==> src/rtl/stack_op_sequencer.sv <==
// stack_op_sequencer: control stage in front of the stack pointer.
// Accepts PUSH/POP/LOAD_SP/READ_SP over valid/ready, drives pointer strobes
// (I_SP, D_SP, E_SP) and the matching memory strobes, returns popped data,
// and keeps a shadow depth count.
// Optional macro STACK_GUARD_EN: reject overflow/underflow/out-of-range loads
// and flag them on stk_err; when undefined, ops always execute and depth wraps.
module stack_op_sequencer #(
    parameter int DATA_W      = 8,
    parameter int ADDR_W      = 8,
    parameter int STACK_LIMIT = 255
) (
    input  logic              CLK,
    input  logic              RST,
    input  logic              op_valid,
    output logic              op_ready,
    input  logic [1:0]        op_code,
    input  logic [DATA_W-1:0] op_data,
    output logic              I_SP,
    output logic              D_SP,
    output logic              E_SP,
    output logic [ADDR_W-1:0] sp_load_bus,
    output logic              mem_we,
    output logic              mem_re,
    output logic [DATA_W-1:0] mem_wdata,
    input  logic [DATA_W-1:0] mem_rdata,
    output logic [DATA_W-1:0] pop_data,
    output logic              pop_valid,
    output logic [ADDR_W:0]   depth,
    output logic              stk_err
);

    typedef enum logic [1:0] {S_IDLE, S_EXEC, S_CAPT} state_t;

    localparam logic [1:0] OP_PUSH = 2'b00;
    localparam logic [1:0] OP_POP  = 2'b01;
    localparam logic [1:0] OP_LOAD = 2'b10;
    localparam logic [1:0] OP_READ = 2'b11;

    state_t              r_state;
    state_t              w_next;
    logic [1:0]          r_op;
    logic [DATA_W-1:0]   r_wdata;
    logic [ADDR_W-1:0]   r_load;
    logic [DATA_W-1:0]   r_pop_data;
    logic [ADDR_W:0]     r_depth;
    logic                w_accept;
    logic                w_rej;
    logic                w_exec_ok;

    // Requests are only taken in IDLE, and never while reset is held.
    assign op_ready    = (r_state == S_IDLE) && !RST;
    assign w_accept    = op_valid && op_ready;
    assign w_exec_ok   = (r_state == S_EXEC) && !w_rej;
    assign mem_wdata   = r_wdata;
    assign sp_load_bus = r_load;
    assign depth       = r_depth;
    // The RAM word only arrives in CAPT, so forward it that cycle; hold it afterwards.
    assign pop_data    = (r_state == S_CAPT) ? mem_rdata : r_pop_data;

`ifdef STACK_GUARD_EN
    localparam logic [ADDR_W:0] LIMIT = (ADDR_W+1)'(STACK_LIMIT);
    logic r_load_oor;

    // Range-check the LOAD_SP operand at accept so the full op_data need not be held.
    always_ff @(posedge CLK or posedge RST) begin
        if (RST)
            r_load_oor <= 1'b0;
        else if (w_accept)
            r_load_oor <= 32'(op_data) > 32'(STACK_LIMIT);
    end

    // Guarded ops go through EXEC without touching pointer or memory.
    always_comb begin
        w_rej = 1'b0;
        case (r_op)
            OP_PUSH: w_rej = (r_depth == LIMIT);
            OP_POP:  w_rej = (r_depth == '0);
            OP_LOAD: w_rej = r_load_oor;
            default: w_rej = 1'b0;
        endcase
    end
`else
    assign w_rej = 1'b0;
`endif

    // State register.
    always_ff @(posedge CLK or posedge RST) begin
        if (RST)
            r_state <= S_IDLE;
        else
            r_state <= w_next;
    end

    // Latch the accepted request; write data and load value are kept per op.
    always_ff @(posedge CLK or posedge RST) begin
        if (RST) begin
            r_op    <= OP_PUSH;
            r_wdata <= '0;
            r_load  <= '0;
        end else if (w_accept) begin
            r_op <= op_code;
            if (op_code == OP_PUSH)
                r_wdata <= op_data;
            if (op_code == OP_LOAD)
                r_load <= op_data[ADDR_W-1:0];
        end
    end

    // Shadow depth follows executed ops; MSB stays 0 so it wraps mod 2**ADDR_W.
    always_ff @(posedge CLK or posedge RST) begin
        if (RST)
            r_depth <= '0;
        else if (w_exec_ok) begin
            case (r_op)
                OP_PUSH: r_depth <= {1'b0, r_depth[ADDR_W-1:0] + ADDR_W'(1)};
                OP_POP:  r_depth <= {1'b0, r_depth[ADDR_W-1:0] - ADDR_W'(1)};
                OP_LOAD: r_depth <= {1'b0, r_load};
                default: r_depth <= r_depth;
            endcase
        end
    end

    // Capture the popped word at the end of CAPT.
    always_ff @(posedge CLK or posedge RST) begin
        if (RST)
            r_pop_data <= '0;
        else if (r_state == S_CAPT)
            r_pop_data <= mem_rdata;
    end

    // Next state and strobes: strobes only in EXEC, pop_valid only in CAPT.
    always_comb begin
        w_next    = r_state;
        I_SP      = 1'b0;
        D_SP      = 1'b0;
        E_SP      = 1'b0;
        mem_we    = 1'b0;
        mem_re    = 1'b0;
        pop_valid = 1'b0;
        stk_err   = 1'b0;
        case (r_state)
            S_IDLE: begin
                if (w_accept)
                    w_next = S_EXEC;
            end
            S_EXEC: begin
                w_next = S_IDLE;
                if (w_rej)
                    stk_err = 1'b1;
                else begin
                    case (r_op)
                        OP_PUSH: begin
                            mem_we = 1'b1;
                            I_SP   = 1'b1;
                        end
                        OP_POP: begin
                            D_SP   = 1'b1;
                            mem_re = 1'b1;
                            w_next = S_CAPT;
                        end
                        OP_LOAD: begin
                            I_SP = 1'b1;
                            D_SP = 1'b1;
                        end
                        default: E_SP = 1'b1;
                    endcase
                end
            end
            S_CAPT: begin
                pop_valid = 1'b1;
                w_next    = S_IDLE;
            end
            default: w_next = S_IDLE;
        endcase
    end

endmodule
==> config.mk <==
export PLATFORM = sky130hd
export DESIGN_NAME = stack_op_sequencer
export DESIGN_NICKNAME = d
export VERILOG_FILES = /design/src/rtl/stack_op_sequencer.sv
export SDC_FILE = /design/constraint.sdc
export NUM_CORES = 1
export LEC_CHECK = 0
export CAP_MARGIN = 30
export CORE_ASPECT_RATIO = 2
export CORE_UTILIZATION = 47
export DETAILED_ROUTE_END_ITERATION = 8
export PLACE_DENSITY = 0.8
export SLEW_MARGIN = 20
export SYNTH_ARGS = -nofsm -noshare
export SYNTH_HDL_FRONTEND = slang
export SYNTH_SLANG_ARGS = --single-unit
==> constraint.sdc <==
create_clock -name CLK -period 3.9 [get_ports CLK]
set_clock_uncertainty 0.15 [all_clocks]
set_input_delay 0.975 -clock CLK [delete_from_list [all_inputs] [get_ports CLK]]
set_output_delay 0.975 -clock CLK [all_outputs]
set_load 0.02 [all_outputs]
After elaboration in Yosys (flattened, before gate mapping)

Index checks and enable logic that the tools add are counted.

Bits in registers: 37
Latch bits: 0
Memory bits (writable): 0
Memory bits (read-only): 0
Bits of input ports: 21
Output and inout bits: 41
Logic and storage cells: 43
Memories kept: 0

Add/subtract/negate cells: 2
$mul: 0
Div/mod/pow operators: 0
$lt $le $gt $ge: 0
Equal/unequal tests: 6
Shift operators: 0
Muxes and demuxes: 16
Bitwise operators: 0
Reductions and logical operators: 13

Operators by type and width:

| cell                                             | count |
|---|---|
| case mux 9 bit (3 select lines)                  | 1 |
| two-way mux 1 bit                                | 11 |
| adder 8 x 1 -> 8 bit, second input constant      | 1 |
| two-way mux 8 bit                                | 1 |
| subtractor 8 x 1 -> 8 bit, second input constant | 1 |
| == test 2 bit, second input constant             | 3 |
| logical NOT 2 bit                                | 3 |
| AND reduction 2 bit                              | 3 |
| == test 2 x 1 -> 1 bit, second input constant    | 2 |
| two-way mux 2 bit                                | 2 |
| case mux 2 bit (2 select lines)                  | 1 |
| OR reduction 2 bit                               | 2 |
| nonzero test 3 bit                               | 1 |
| OR reduction 3 bit                               | 1 |
| logical AND 1 bit                                | 2 |
| != test 2 bit, second input constant             | 1 |
| logical NOT 1 bit                                | 1 |

Depth between registers and ports, before layout

Depth in word-level cells: 5
Depth in mapped cells: 12
Mapped depth without buffers: 10

Worst setup path before layout

Ideal clock, no wire load.

Path kind: reg2reg
From: reg r_op[1]
To: reg r_depth[6], in the netlist depth[6]
Library setup time: 0.126 ns
Arrival time: 2.494 ns
Path slack: 1.131 ns
Stages on the path, launching flop included: 12
Path buffers: 2
Period minus slack after synthesis: 2.769 ns
Cells stage by stage: dfrtp_1 > inv_1 > ha_1 > buf_6 > clkbuf_1 > xor2_1 > ha_1 > a32oi_1 > or4b_1 > a311oi_1 > a41o_1 > a21oi_1

Cells in the longest elaborated chain, start to end: 3
Elaborated cells on any way between the ends: 6
Classes of those cells: eq/ne: 2; mux: 1; reduce/logical: 3

RTL lines:

| item                                  | line | text |
|---|---|---|
| start, declared                       | 41   | `logic [1:0] r_op;` |
| start signal, assigned                | 101  | `r_op <= op_code;` |
| == test 2 bit (tied with other cells) | 114  | `case (r_op)` |
| nonzero test 3 bit (no source line)   | n/a  |  |
| AND reduction 2 bit (no source line)  | n/a  |  |
| end signal, assigned                  | 115  | `OP_PUSH: r_depth <= {1'b0, r_depth[ADDR_W-1:0] + ADDR_W'(1)};` |
| end signal, assigned                  | 116  | `OP_POP: r_depth <= {1'b0, r_depth[ADDR_W-1:0] - ADDR_W'(1)};` |
| end signal, assigned                  | 117  | `OP_LOAD: r_depth <= {1'b0, r_load};` |
| end, declared                         | 45   | `logic [ADDR_W:0] r_depth;` |

Parallel ways exist; a longest one is shown, timed or not. The select of a mux whose other input is x is not followed.
A chain may end at the register's enable or synchronous reset.

Worst setup path in the final report

From: in RST
To: out op_ready

Cells in the longest elaborated chain, start to end: 2

RTL lines:

| item                               | line | text |
|---|---|---|
| start, declared                    | 13   | `input logic RST,` |
| logical NOT 1 bit (no source line) | n/a  |  |
| logical AND 1 bit                  | 51   | `assign op_ready = (r_state == S_IDLE) && !RST;` |
| end, declared                      | 15   | `output logic op_ready,` |

Every way passes these cells.

==> impl_metrics.env <==
export IMPL_insertedDiodeCount=0
export IMPL_initialDrtViolationCount=31
export IMPL_compound_cell_area_share_of_the_yosys_netlist_pct=14.1
export IMPL_worst_slew_margin_rel_pct=49.4
export IMPL_design_final_nets=284
export IMPL_postCtsSetupBuffers=0
export IMPL_number_of_flops_mapped_to_enable_cells_by_yosys=0
export IMPL_timing_setup_tns_ps=0
export IMPL_maximum_fanout_along_the_worst_path=2
export IMPL_num_io_pins=62
export IMPL_grt_antenna_before_repair=0
export IMPL_place_congestion=0.856
export IMPL_cts_repair_resize_count=0
export IMPL_final_period_utilization_pct=87.1
export IMPL_die_height_um=94.5
export IMPL_clock_sinks=36
export IMPL_cts_max_level=2
export IMPL_detailed_place_hpwl_mm=3.68
export IMPL_die_wd_um=48.3
export IMPL_netlist_cell_type_count=49
export IMPL_worst_pin_slew_ps=757
export IMPL_route_detailed_drc=0
export IMPL_netlist_area_um2=2010
export IMPL_worstSkewPairLatency_ps=280
export IMPL_groute_usage_overall_pct=23.4
export IMPL_largest_net_degree_at_the_start_of_global_routing=26
export IMPL_finalHoldViolations=0
export IMPL_postRouteAntennaNets=0
export IMPL_die_area_um2=4560
export IMPL_number_of_global_route_vias_before_repair=1659
export IMPL_holdPathStages=1
export IMPL_final_min_clock_period_ps=3400
export IMPL_place_area_um2=2640
export IMPL_post_synthesis_share_of_cell_area_spent_on_xor_and_xnor_gates_pct=1.74
export IMPL_timing_critical_path_from="RST"
export IMPL_synth_area_per_cell_um2=10.2
export IMPL_ys_ff_latch=36
export IMPL_run_status="completed"
export IMPL_total_power_divided_by_cell_area_nw_per_um2=656
export IMPL_setup_worst_path_end_class="output port"
export IMPL_synth_top_family_by_area="simple AND/OR/NAND/NOR gates"
export IMPL_cts_reportedPaths_clkPinSlew_ps=70
export IMPL_dr_pass1_iters=4
export IMPL_worstHoldPathType="register to register"
export IMPL_timing_max_transition_violations_final=0
export IMPL_place_detailed_instances=300
export IMPL_tritoncts="done"
export IMPL_num_vias=1705
export IMPL_floorplan_initialDensity_pct=49.2
export IMPL_detail_route_vias_per_cell=5.52
export IMPL_endpoints_failing_setup=0
export IMPL_peakVddDrop_mv=0.506
export IMPL_rows=33
export IMPL_hold_path_startpoint="r_pop_data[6]"
export IMPL_routed_wl_mm=4.88
export IMPL_ys_async_sr_fraction_pct=100
export IMPL_reg2regPathDepth=10
export IMPL_layout_cell_area_non_filler_um2=2780
export IMPL_cp_data_arrival_time_ps=2270
export IMPL_ys_seq_area_share_pct=44.8
export IMPL_post_synth_mux_area_share_pct=14.4
export IMPL_synthToLayoutAreaGrowth_pct=38.0
export IMPL_synthSimpleGateAreaFrac_pct=14.9
export IMPL_yosysWarningCount=0
export IMPL_core_um2=4090
export IMPL_globalRoute_totalOverflow=0
export IMPL_cts_hold_bufs=0
export IMPL_numCtsBuffers=5
export IMPL_deepest_clock_path_buffer_count=2
export IMPL_yosys_most_used_dff="sky130_fd_sc_hd__dfrtp_1"
export IMPL_adder_cell_area_share_of_the_yosys_netlist_pct=4.35
export IMPL_reg2reg_from="r_op[1]"
export IMPL_cap_violations=0
export IMPL_crit_type="primary input to output port"
export IMPL_maximum_clock_rate_mhz=294
export IMPL_critPathRequiredTime_ps=2770
export IMPL_critical_path_startpoint_type="primary input"
export IMPL_final_instance_count_excl_fill=309
export IMPL_total_leakage_power_nw=1.15
export IMPL_wire_per_inst_um=15.8
export IMPL_grt_setup_unrepaired="false"
export IMPL_cts_root_buffer_cell="sky130_fd_sc_hd__clkbuf_8"
export IMPL_place_port_buffers=59
export IMPL_grt_pass1_wl_mm=7.47
export IMPL_final_layout_size_suffix_gt1_share_pct=15.6
export IMPL_postSynthCellCount=197
per-layer routing:
metal	share of wire [%]	GRT usage, %	up-vias	routed length, um
li1	-	-	815	-
met1	34	23.3	835	1650
met2	60	42.4	47	2910
met3	4.7	4.78	8	227
met4	1.8	9.95	0	89
met5	0	0	-	0
cells in the mapped netlist (2+ instances only):
library cell	count	area, um2
sky130_fd_sc_hd__and2_1	6	37.5
sky130_fd_sc_hd__xnor2_1	2	17.5
sky130_fd_sc_hd__nand3_1	3	15.0
sky130_fd_sc_hd__mux2_2	24	270
sky130_fd_sc_hd__a31oi_1	3	18.8
sky130_fd_sc_hd__mux2i_1	2	20.0
sky130_fd_sc_hd__o2bb2ai_1	2	17.5
sky130_fd_sc_hd__a311oi_1	2	17.5
sky130_fd_sc_hd__ha_1	7	87.6
sky130_fd_sc_hd__o22ai_1	3	18.8
sky130_fd_sc_hd__nand4_1	4	25.0
sky130_fd_sc_hd__inv_1	10	37.5
sky130_fd_sc_hd__nor2b_1	4	25.0
sky130_fd_sc_hd__nor3_1	4	20.0
sky130_fd_sc_hd__clkbuf_1	8	30.0
sky130_fd_sc_hd__a21oi_1	13	65.1
sky130_fd_sc_hd__nand2b_1	2	12.5
sky130_fd_sc_hd__dfrtp_1	36	901
sky130_fd_sc_hd__nor2_1	5	18.8
sky130_fd_sc_hd__o21ai_0	9	45.0
sky130_fd_sc_hd__buf_4	2	15.0
sky130_fd_sc_hd__nand2_1	16	60.1
sky130_fd_sc_hd__buf_2	3	15.0
sky130_fd_sc_hd__xor2_1	2	17.5
stage by stage:
step	utilization, %	setup slack, ps	hold slack, ps	power (mW)
after floorplan	-	1130	410	1.14
after global placement	64.6	562	330	1.49
after detailed placement	64.6	518	337	1.51
after CTS	67.2	485	359	1.83
after global routing	67.9	395	371	1.93
final	67.9	504	353	1.82
path summary, 6_finish.rpt:
check                           endpoint  slack (ps)
hold / removal             r_pop_data[6]         350
setup / recovery                op_ready         500
hold reg to reg            r_pop_data[6]         350
max in group asynchronous        r_op[0]        2290
min in group asynchronous     r_state[1]         820
setup reg to reg                depth[6]        1180
registers in the layout (all words and copies together) (netlist names):
register	flops
r_state	2
r_op	2
sp_load_bus	8
mem_wdata	8
r_pop_data	8
depth	8
final cells by class:
type / instances / area [um2]
fill: 308 / 1310
clock buffer: 6 / 72.6
clock inverter: 2 / 35.0
multi-input combinational: 137 / 1000
inverter: 10 / 37.5
tap: 52 / 65.1
sequential: 36 / 901
timing repair buffer: 66 / 663
power by group:
part	total, mW	leakage [nW]	switching [mW]	internal, mW
clock network	0.315	0.0552	0.126	0.190
registers	0.637	0.438	0.142	0.495
logic	0.870	0.661	0.430	0.441
layout by cell type, fill, tap and decap left out, types with 2 or more instances in the layout:
cell type                          n
sky130_fd_sc_hd__buf_4             6
sky130_fd_sc_hd__xnor2_1           2
sky130_fd_sc_hd__ha_1              7
sky130_fd_sc_hd__nand3_1           3
sky130_fd_sc_hd__clkbuf_8          5
sky130_fd_sc_hd__a31oi_1           3
sky130_fd_sc_hd__o2bb2ai_1         2
sky130_fd_sc_hd__mux2i_1           2
sky130_fd_sc_hd__a21oi_1          13
sky130_fd_sc_hd__nor2_1            5
sky130_fd_sc_hd__o21ai_0           9
sky130_fd_sc_hd__nand2b_1          2
sky130_fd_sc_hd__a311oi_1          2
sky130_fd_sc_hd__clkdlybuf4s50_1  59
sky130_fd_sc_hd__nand2_1          16
sky130_fd_sc_hd__conb_1            2
sky130_fd_sc_hd__xor2_1            2
sky130_fd_sc_hd__inv_1            10
sky130_fd_sc_hd__nand4_1           4
sky130_fd_sc_hd__mux2_2           24
sky130_fd_sc_hd__dfrtp_1          36
sky130_fd_sc_hd__nor2b_1           4
sky130_fd_sc_hd__nor3_1            4
sky130_fd_sc_hd__and2_1            6
sky130_fd_sc_hd__o22ai_1           3
critical path, stage by stage:
cell                              delay, ps
sky130_fd_sc_hd__clkdlybuf4s50_1        410
sky130_fd_sc_hd__nor3_1                 220
sky130_fd_sc_hd__clkdlybuf4s50_1        660
cell families (layout without fill, tap and decap cells):
logic type / count (synthesis) / count (layout)
AOI/OAI and AO/OA: 44 / 44
xor gates and xnor gates: 4 / 4
adders and majority gates: 7 / 7
buffers and inverters: 25 / 84
DFF: 36 / 36
muxes: 26 / 26
other: 1 / 2
and+or+nand+nor: 54 / 54
Note: power is estimated with default switching activity, not from simulation.
